--- config.mk ---
export PLATFORM = sky130hd
export DESIGN_NAME = rv32i_id_pipe
export DESIGN_NICKNAME = d
export VERILOG_FILES = /design/src/rtl/rv32i_core_pkg.sv /design/src/rtl/rv32i_id_fifo.sv /design/src/rtl/rv32i_id_pipe.sv
export SDC_FILE = /design/constraint.sdc
export NUM_CORES = 2
export LEC_CHECK = 0
export ABC_AREA = 0
export CELL_PAD_IN_SITES_DETAIL_PLACEMENT = 0
export CELL_PAD_IN_SITES_GLOBAL_PLACEMENT = 2
export CORE_MARGIN = 1
export CORE_UTILIZATION = 33
export CTS_BUF_LIST = sky130_fd_sc_hd__clkbuf_8 sky130_fd_sc_hd__clkbuf_16
export CTS_CLUSTER_DIAMETER = 200
export DETAILED_ROUTE_END_ITERATION = 8
export PLACE_DENSITY = 0.74
export SYNTH_ARGS = -nofsm -noshare
export SYNTH_HDL_FRONTEND = slang
export SYNTH_SLANG_ARGS = --single-unit
--- constraint.sdc ---
create_clock -name clk_i -period 2.29 [get_ports clk_i]
set_input_delay 0.3435 -clock clk_i [delete_from_list [all_inputs] [get_ports clk_i]]
set_output_delay 0.3435 -clock clk_i [all_outputs]
set_load 0.01 [all_outputs]
--- src/rtl/rv32i_core_pkg.sv ---
// Shared types for the RV32I decode stage: fetch/decode payloads, the buffered
// ID entry, and the decoder / immediate-generator helpers.
package rv32i_core_pkg;

  // Upper bound on the ID/EX buffer depth, independent of any instance's DEPTH.
  localparam int unsigned ID_PIPE_MAX_DEPTH = 4;
  localparam int unsigned ID_PIPE_PTR_W     = 2;
  localparam int unsigned ID_PIPE_CNT_W     = 3;

  localparam logic [6:0] OpLui    = 7'b0110111;
  localparam logic [6:0] OpAuipc  = 7'b0010111;
  localparam logic [6:0] OpJal    = 7'b1101111;
  localparam logic [6:0] OpJalr   = 7'b1100111;
  localparam logic [6:0] OpBranch = 7'b1100011;
  localparam logic [6:0] OpLoad   = 7'b0000011;
  localparam logic [6:0] OpStore  = 7'b0100011;
  localparam logic [6:0] OpImm    = 7'b0010011;
  localparam logic [6:0] OpReg    = 7'b0110011;
  localparam logic [6:0] OpFence  = 7'b0001111;
  localparam logic [6:0] OpSystem = 7'b1110011;

  typedef enum logic {StRun, StTrap} id_state_e;

  typedef enum logic [2:0] {ImmNone, ImmI, ImmS, ImmB, ImmU, ImmJ} imm_sel_e;

  typedef struct packed {
    logic [31:0] pc;
    logic [31:0] instr;
  } if_id_payload_t;

  typedef struct packed {
    logic [31:0] pc;
    logic [31:0] pc_plus4;
    logic [31:0] rs1_data;
    logic [31:0] rs2_data;
    logic [31:0] imm;
    logic [4:0]  rs1_addr;
    logic [4:0]  rs2_addr;
    logic [4:0]  rd_addr;
    logic [2:0]  funct3;
    logic        funct7_5;
    logic        alu_src_imm;
    logic        alu_src_pc;
    logic        reg_write;
    logic        mem_read;
    logic        mem_write;
    logic        branch;
    logic        jump;
  } id_ex_payload_t;

  typedef struct packed {
    logic     illegal;
    logic     uses_rs1;
    logic     uses_rs2;
    logic     alu_src_imm;
    logic     alu_src_pc;
    logic     reg_write;
    logic     mem_read;
    logic     mem_write;
    logic     branch;
    logic     jump;
    imm_sel_e imm_sel;
  } dec_ctrl_t;

  typedef struct packed {
    id_ex_payload_t payload;
    logic           illegal;
    logic [31:0]    instr;
  } id_entry_t;

  function automatic dec_ctrl_t rv32i_decoder(input logic [6:0] opcode, input logic [2:0] funct3);
    dec_ctrl_t d;
    d = '0;
    d.imm_sel = ImmI;
    case (opcode)
      OpLui:    begin d.reg_write = 1'b1; d.alu_src_imm = 1'b1; d.imm_sel = ImmU; end
      OpAuipc:  begin
        d.reg_write = 1'b1; d.alu_src_imm = 1'b1; d.alu_src_pc = 1'b1; d.imm_sel = ImmU;
      end
      OpJal:    begin d.reg_write = 1'b1; d.jump = 1'b1; d.alu_src_pc = 1'b1; d.imm_sel = ImmJ; end
      OpJalr:   begin
        d.reg_write = 1'b1; d.jump = 1'b1; d.uses_rs1 = 1'b1; d.alu_src_imm = 1'b1;
        d.illegal = (funct3 != 3'b000);
      end
      OpBranch: begin d.branch = 1'b1; d.uses_rs1 = 1'b1; d.uses_rs2 = 1'b1; d.imm_sel = ImmB; end
      OpLoad:   begin
        d.reg_write = 1'b1; d.mem_read = 1'b1; d.uses_rs1 = 1'b1; d.alu_src_imm = 1'b1;
      end
      OpStore:  begin
        d.mem_write = 1'b1; d.uses_rs1 = 1'b1; d.uses_rs2 = 1'b1; d.alu_src_imm = 1'b1;
        d.imm_sel = ImmS;
      end
      OpImm:    begin d.reg_write = 1'b1; d.uses_rs1 = 1'b1; d.alu_src_imm = 1'b1; end
      OpReg:    begin
        d.reg_write = 1'b1; d.uses_rs1 = 1'b1; d.uses_rs2 = 1'b1; d.imm_sel = ImmNone;
      end
      // Fence and system decode as no-ops at this stage.
      OpFence, OpSystem: d.imm_sel = ImmI;
      default:  d.illegal = 1'b1;
    endcase
    if (d.illegal) begin
      d = '0;
      d.illegal = 1'b1;
    end
    return d;
  endfunction

  function automatic logic [31:0] rv32i_imm_gen(input logic [31:7] i, input imm_sel_e sel);
    logic [31:0] imm;
    case (sel)
      ImmI:    imm = {{20{i[31]}}, i[31:20]};
      ImmS:    imm = {{20{i[31]}}, i[31:25], i[11:7]};
      ImmB:    imm = {{19{i[31]}}, i[31], i[7], i[30:25], i[11:8], 1'b0};
      ImmU:    imm = {i[31:12], 12'b0};
      ImmJ:    imm = {{11{i[31]}}, i[31], i[19:12], i[20], i[30:21], 1'b0};
      default: imm = '0;
    endcase
    return imm;
  endfunction

endpackage

--- src/rtl/rv32i_id_fifo.sv ---
// Circular buffer of decoded ID entries with occupancy count. Depth is 1..4;
// storage is always sized for the maximum so pointers index it without casts.
module rv32i_id_fifo
  import rv32i_core_pkg::*;
#(
  parameter int unsigned Depth = 2
) (
  input  logic                     clk_i,
  input  logic                     rst_ni,
  input  logic                     flush_i,
  input  logic                     push_i,
  input  logic                     pop_i,
  input  id_entry_t                data_i,
  output id_entry_t                head_o,
  output id_entry_t                tail_o,
  output logic [ID_PIPE_CNT_W-1:0] count_o,
  output logic                     full_o
);

  localparam logic [ID_PIPE_PTR_W-1:0] LastIdx = ID_PIPE_PTR_W'(Depth - 1);

  id_entry_t                mem_q [ID_PIPE_MAX_DEPTH];
  id_entry_t                mem_d [ID_PIPE_MAX_DEPTH];
  logic [ID_PIPE_PTR_W-1:0] rd_ptr_q, rd_ptr_d, wr_ptr_q, wr_ptr_d, tail_ptr;
  logic [ID_PIPE_CNT_W-1:0] count_q, count_d;

  // Pointer/count update; a flush wins over any push or pop in the same cycle.
  always_comb begin
    mem_d    = mem_q;
    rd_ptr_d = rd_ptr_q;
    wr_ptr_d = wr_ptr_q;
    count_d  = count_q;
    if (push_i) begin
      mem_d[wr_ptr_q] = data_i;
      wr_ptr_d = (wr_ptr_q == LastIdx) ? '0 : wr_ptr_q + ID_PIPE_PTR_W'(1);
    end
    if (pop_i) begin
      rd_ptr_d = (rd_ptr_q == LastIdx) ? '0 : rd_ptr_q + ID_PIPE_PTR_W'(1);
    end
    case ({push_i, pop_i})
      2'b10:   count_d = count_q + ID_PIPE_CNT_W'(1);
      2'b01:   count_d = count_q - ID_PIPE_CNT_W'(1);
      default: count_d = count_q;
    endcase
    if (flush_i) begin
      rd_ptr_d = '0;
      wr_ptr_d = '0;
      count_d  = '0;
    end
  end

  // State registers; storage is cleared on reset so the head reads as zero.
  always_ff @(posedge clk_i or negedge rst_ni) begin
    if (!rst_ni) begin
      for (int i = 0; i < ID_PIPE_MAX_DEPTH; i++) mem_q[i] <= '0;
      rd_ptr_q <= '0;
      wr_ptr_q <= '0;
      count_q  <= '0;
    end else begin
      mem_q    <= mem_d;
      rd_ptr_q <= rd_ptr_d;
      wr_ptr_q <= wr_ptr_d;
      count_q  <= count_d;
    end
  end

  assign tail_ptr = (wr_ptr_q == '0) ? LastIdx : wr_ptr_q - ID_PIPE_PTR_W'(1);
  assign head_o   = mem_q[rd_ptr_q];
  assign tail_o   = mem_q[tail_ptr];
  assign count_o  = count_q;
  assign full_o   = (count_q == ID_PIPE_CNT_W'(Depth));

endmodule

--- src/rtl/rv32i_id_pipe.sv ---
// Buffered RV32I decode stage: decodes the fetch word, reads the register file,
// and queues the result toward EX. Illegal words trap (TRAP_ILLEGAL=1) until a
// flush, or are swallowed (TRAP_ILLEGAL=0). Define RV32I_LOAD_USE_STALL_EN to
// stall fetch on load-use hazards.
module rv32i_id_pipe
  import rv32i_core_pkg::*;
#(
  parameter int unsigned DEPTH        = 2,
  parameter bit          TRAP_ILLEGAL = 1'b1
) (
  input  logic           clk_i,
  input  logic           rst_ni,
  input  logic           if_valid_i,
  input  if_id_payload_t if_payload_i,
  output logic           if_ready_o,
  output logic           id_valid_o,
  output id_ex_payload_t id_payload_o,
  input  logic           id_ready_i,
  output logic           id_illegal_o,
  output logic [31:0]    id_illegal_instr_o,
  output logic [4:0]     rf_rs1_addr_o,
  output logic [4:0]     rf_rs2_addr_o,
  input  logic [31:0]    rf_rs1_data_i,
  input  logic [31:0]    rf_rs2_data_i,
  input  logic           flush_i,
  input  logic           ex_mem_read_i,
  input  logic [4:0]     ex_rd_addr_i
);

  id_state_e                state_q, state_d;
  dec_ctrl_t                dec;
  id_entry_t                entry_in, head, tail;
  logic [ID_PIPE_CNT_W-1:0] count;
  logic                     full, hazard, push, pop;

  assign rf_rs1_addr_o = if_payload_i.instr[19:15];
  assign rf_rs2_addr_o = if_payload_i.instr[24:20];

  // Decode the fetch word into the entry that would be enqueued this cycle.
  always_comb begin
    dec      = rv32i_decoder(if_payload_i.instr[6:0], if_payload_i.instr[14:12]);
    entry_in = '0;
    entry_in.payload.pc          = if_payload_i.pc;
    entry_in.payload.pc_plus4    = if_payload_i.pc + 32'd4;
    entry_in.payload.rs1_data    = rf_rs1_data_i;
    entry_in.payload.rs2_data    = rf_rs2_data_i;
    entry_in.payload.imm         = rv32i_imm_gen(if_payload_i.instr[31:7], dec.imm_sel);
    entry_in.payload.rs1_addr    = if_payload_i.instr[19:15];
    entry_in.payload.rs2_addr    = if_payload_i.instr[24:20];
    entry_in.payload.rd_addr     = if_payload_i.instr[11:7];
    entry_in.payload.funct3      = if_payload_i.instr[14:12];
    entry_in.payload.funct7_5    = if_payload_i.instr[30];
    entry_in.payload.alu_src_imm = dec.alu_src_imm;
    entry_in.payload.alu_src_pc  = dec.alu_src_pc;
    // Side-effecting controls never leave ID for an illegal word.
    entry_in.payload.reg_write   = dec.reg_write & ~dec.illegal;
    entry_in.payload.mem_read    = dec.mem_read  & ~dec.illegal;
    entry_in.payload.mem_write   = dec.mem_write & ~dec.illegal;
    entry_in.payload.branch      = dec.branch    & ~dec.illegal;
    entry_in.payload.jump        = dec.jump      & ~dec.illegal;
    entry_in.illegal             = dec.illegal;
    entry_in.instr               = if_payload_i.instr;
  end

`ifdef RV32I_LOAD_USE_STALL_EN
  // Stall a consumer of a load result still in EX or the newest buffered entry.
  always_comb begin
    hazard = 1'b0;
    if (dec.uses_rs1 && (rf_rs1_addr_o != 5'd0)) begin
      if (ex_mem_read_i && (ex_rd_addr_i == rf_rs1_addr_o)) hazard = 1'b1;
      if (id_valid_o && tail.payload.mem_read && (tail.payload.rd_addr == rf_rs1_addr_o)) begin
        hazard = 1'b1;
      end
    end
    if (dec.uses_rs2 && (rf_rs2_addr_o != 5'd0)) begin
      if (ex_mem_read_i && (ex_rd_addr_i == rf_rs2_addr_o)) hazard = 1'b1;
      if (id_valid_o && tail.payload.mem_read && (tail.payload.rd_addr == rf_rs2_addr_o)) begin
        hazard = 1'b1;
      end
    end
  end
  logic unused_sink;
  assign unused_sink = ^tail;
`else
  assign hazard = 1'b0;
  logic unused_sink;
  assign unused_sink = ^{tail, dec, ex_mem_read_i, ex_rd_addr_i};
`endif

  // Ready never depends on id_ready_i, so EX backpressure has no comb path to fetch.
  assign if_ready_o = ~full & ~hazard & (state_q == StRun);
  assign push       = if_valid_i & if_ready_o & ~flush_i & (~entry_in.illegal | TRAP_ILLEGAL);
  assign id_valid_o = (count != '0);
  assign pop        = id_valid_o & id_ready_i;

  // Enter trap once an illegal word is queued; only a redirect resumes fetch.
  always_comb begin
    state_d = state_q;
    if (flush_i) begin
      state_d = StRun;
    end else if (push && entry_in.illegal) begin
      state_d = StTrap;
    end
  end

  // Stage state register.
  always_ff @(posedge clk_i or negedge rst_ni) begin
    if (!rst_ni) begin
      state_q <= StRun;
    end else begin
      state_q <= state_d;
    end
  end

  rv32i_id_fifo #(
    .Depth(DEPTH)
  ) u_fifo (
    .clk_i  (clk_i),
    .rst_ni (rst_ni),
    .flush_i(flush_i),
    .push_i (push),
    .pop_i  (pop),
    .data_i (entry_in),
    .head_o (head),
    .tail_o (tail),
    .count_o(count),
    .full_o (full)
  );

  assign id_payload_o       = head.payload;
  assign id_illegal_o       = id_valid_o & head.illegal;
  assign id_illegal_instr_o = head.instr;

endmodule

==> results.md <==
- Slew HR: 0.395
- Avg Cell Area, Syn: 9.95 um^2
- Slew @ Worst Pin: 905 ps
- Post-synth design cell area: 35700 um^2
- CTS tree: yes
- Post-Route WL: 115000 um
- Placed instance area: 42900 um^2
- Sequential cell fraction of total power: 0.345
- Kind of start point of the critical path: flip-flop
- Most frequent cell on the critical path: buf_12
- Total of buffers placed on input and output ports: 363
- Top delay family on crit path: buffers and inverters
- Horiz. Die Dim: 331 um
- Delay of the slowest cell on the worst path: 530 ps
- Area delta synth->final: 32.7%
- Final-layout worst hold slack: 209 ps
- Routed via count: 27211
- Distinct cell type count of the synthesized netlist: 62
- Number of filler instances in the final layout: 10300
- Hold WC Path Type: in2async
- Number of H-tree branching levels: 3
- Area occupied by registers: 20000 um^2
- Most used DFF post-synth: dfrtp_1
- Worst setup path class: reg2out
- Failing checks: negative setup slack
- Data required time at the worst endpoint: 1950 ps
- Count of flip-flops with a built-in enable after synthesis: 0
- Synthesis warning total: 0
- Total power: 54.6 mW
- Part of the total power dissipated in combinational logic: 0.356
- VDD IR max: 572 uV
- Initial standard-cell utilization of the core: 0.333
- Root buffer cell: clkbuf_16
- Share of power burned in the clock network: 0.299
- Final RePlAce weighted congestion: 0.779
- Pint: 37.8 mW
- Detailed router's first-iteration violation count: 1792
- Share of layout cells above drive strength 1: 0.234
- Setup skew after layout: 18.8 ps
- Placement Setup Slack: -636 ps
- Clk_lat worst skew: 660 ps
- Summed negative setup slack over all endpoints: -72590 ps
- Final Setup Violations: 219
- GRT Residual Overflow: 0
- Cell Chain, Critical Path: buf_12 -> buf_12 -> buf_16 -> buf_8 -> mux4_2 -> buf_6
- Net total in the final layout: 4280
- Worst setup margin: -440 ps
- First-pass GRT wire length: 176000 um
- Worst Setup End Kind: output port
- Worst endpoint data arrival time: 2390 ps
- Buffers and inverters on the worst path: 5
- Post-route fraction of the period consumed by the critical path: 1.19
- Detail-routed via count per cell: 4.84
- Max-cap violations: 0
- Net Sw Power: 16.8 mW
- Multi-input gate area in the final layout: 14300 um^2
- Sequential element share of the synthesized area: 0.561
- Hold Vio Cnt, Final: 0
- Maximum number of pins on one net before global-route repair: 79
- Die H: 331 um
- Drt pass-1 iters: 5
- Synthesized netlist cell count: 3586
- DRT antenna net count: 0
- Overall fraction of global-route tracks in use: 0.211
- Wire length per cell after detailed routing: 20.4 um
- Sink Count: 800
- Number of antenna violations at the first check in global routing: 8
- Number of CTS-inserted buffers: 93
- Crit-path max FO: 5
- Total die area: 109000 um^2
- Status: finished with violations
- Async set-or-reset flop fraction in the synthesized netlist: 1.00
- Buffer depth of the longest clock path: 3
- #FFs+latches synth: 800
- Leakage: 23.1 nW
- Area of all placed cells without fillers: 47300 um^2
- DRC violation count after routing: 0
- Switching part of the total: 0.307
- Placed wire-length estimate after detailed placement: 74600 um
- Syn Nets: 3727
- Peak clock frequency supported by timing: 366 MHz
- Core area: 107000 um^2
- Register clock-pin slew on the reported worst setup and hold paths: 60 ps
- Slowest CP cell: dfrtp_4
- I/O Pins: 370
- Slew Limit Fails: 0
- Power Density: 1150 nW/um^2
- Final critical delay including setup and external delays: 2730 ps
- Num rows: 120
- RSZ-0062 raised after global routing: true
- Via count of the first global-routing pass: 27822
-- Yosys cell counts (2+ instances only) --
library cell,count,area (um^2)
and2_1,5,31.3
or3b_1,2,17.5
nor4_1,2,12.5
o21ai_0,180,901
xor2_1,19,166
nor3_1,7,35.0
nor2_1,87,327
and3_1,6,37.5
clkbuf_2,2,10.0
nand4_1,9,56.3
dfrtp_1,800,20000
mux2_2,13,146
o21ai_1,2,10.0
nor3b_1,2,15.0
xnor2_1,14,123
or4_1,2,15.0
buf_6,7,78.8
o31ai_1,45,338
or2_2,5,31.3
inv_1,5,18.8
o21bai_1,2,15.0
a21oi_1,68,340
mux4_2,198,4460
nand4b_1,3,26.3
clkbuf_1,83,312
nand2b_1,2,12.5
a31oi_1,6,37.5
buf_4,31,233
nand2_1,1762,6610
o221ai_1,3,26.3
nor2_2,2,12.5
mux2i_1,4,40.0
and4_1,7,61.3
buf_2,121,606
buf_1,37,139
nand3_1,17,85.1
-- per-stage QoR --
step | utilization | std cells
after floorplan | - | 3586
after global placement | 0.400 | 5347
after detailed placement | 0.400 | 5347
after CTS | 0.437 | 5572
after global routing | 0.442 | 5622
final | 0.442 | 5622
-- layout make-up --
cell class | instances | area share
Timing Repair Buffer | 739 | 0.165
Antenna cell | 1 | 0.0000528
Multi-Input combinational cell | 2500 | 0.302
Sequential cell | 800 | 0.423
Clock buffer | 110 | 0.0541
Inverter | 5 | 0.000396
Tap cell | 1403 | 0.0371
Clock inverter | 64 | 0.0175
-- power groups by stage --
stage               clock network (mW)  logic [mW]  registers [mW]
finish                            16.3        19.4            18.8
global route                      17.3        21.0            19.2
CTS                               16.8        18.7            18.8
detailed placement                   0        17.9            19.0
global placement                     0        17.8            19.0
floorplan                            0        9.18            18.5
-- registers in the layout, indices dropped and copies added, names as in the netlist --
register / cells
u_fifo.count_o: 3
state_q: 1
u_fifo.mem_q: 792
u_fifo.wr_ptr_q: 2
u_fifo.rd_ptr_q: 2
-- cell families (layout without fill, tap and decap cells) --
| group | count (synthesis) | count (layout) | synth area share |
|---|---|---|---|
| flip-flops | 800 | 800 | 0.561 |
| buffers and inverters | 286 | 918 | 0.0391 |
| other | 0 | 1 | 0 |
| multiplexers | 215 | 215 | 0.130 |
| XOR/XNOR | 33 | 33 | 0.00810 |
| adder cells (fa/ha/maj) | 2 | 2 | 0.000911 |
| AND/OR/NAND/NOR | 1934 | 1934 | 0.211 |
| AO/OA/AOI/OAI | 316 | 316 | 0.0495 |
-- metal layers --
layer / vias up / wire [um] / part of all wire / global-route usage
met5: - / 53 / 0.00046 / 0
met4: 10 / 2390 / 0.021 / 0.0515
met3: 139 / 5870 / 0.051 / 0.0420
met2: 598 / 54400 / 0.47 / 0.338
met1: 13594 / 51900 / 0.45 / 0.292
li1: 12870 / - / - / -
-- final timing paths --
| check | start | end | slack, ps | depth (start not counted) |
|---|---|---|---|---|
| worst min-delay path | rst_ni | u_fifo.mem_q[633] | 210 | 2 |
| min in group clk_i | rf_rs2_data_i[26] | u_fifo.mem_q[117] | 310 | 3 |
| max in group asynchronous | rst_ni | u_fifo.mem_q[142] | 1040 | 3 |
| worst max-delay path | u_fifo.rd_ptr_q[0] | id_payload_o[94] | -440 | 6 |
| worst max register to register | u_fifo.count_o[2] | u_fifo.mem_q[317] | 120 | 7 |
| worst min register to register | u_fifo.mem_q[311] | u_fifo.mem_q[311] | 470 | 2 |
-- placed cells by master, fill, tap and decap left out, types with 6 or more instances in the layout --
master	instances
nand2_1	1762
clkbuf_2	62
bufinv_16	18
clkinv_2	12
buf_12	102
a21oi_1	68
buf_6	154
buf_4	222
mux4_2	198
buf_8	16
nor2_1	87
buf_2	25
a31oi_1	6
o21ai_0	180
xor2_1	19
and3_1	6
mux2_2	13
xnor2_1	14
nand3_1	17
nand4_1	9
clkbuf_16	93
clkinv_8	6
nor3_1	6
clkbuf_8	17
inv_1	27
buf_16	7
o31ai_1	45
dfrtp_1	797
clkdlybuf4s50_1	141
-- repair_timing --
item	in CTS	in global routing
pin swaps	1	1
cloned	5	0
gates resized for setup	693	355
buffers inserted	45	56
endpoints found under the setup margin	221	249
endpoints found under the hold margin	58	0
hold buffers	1	0
No activity file was read; power rests on OpenSTA's default activity.
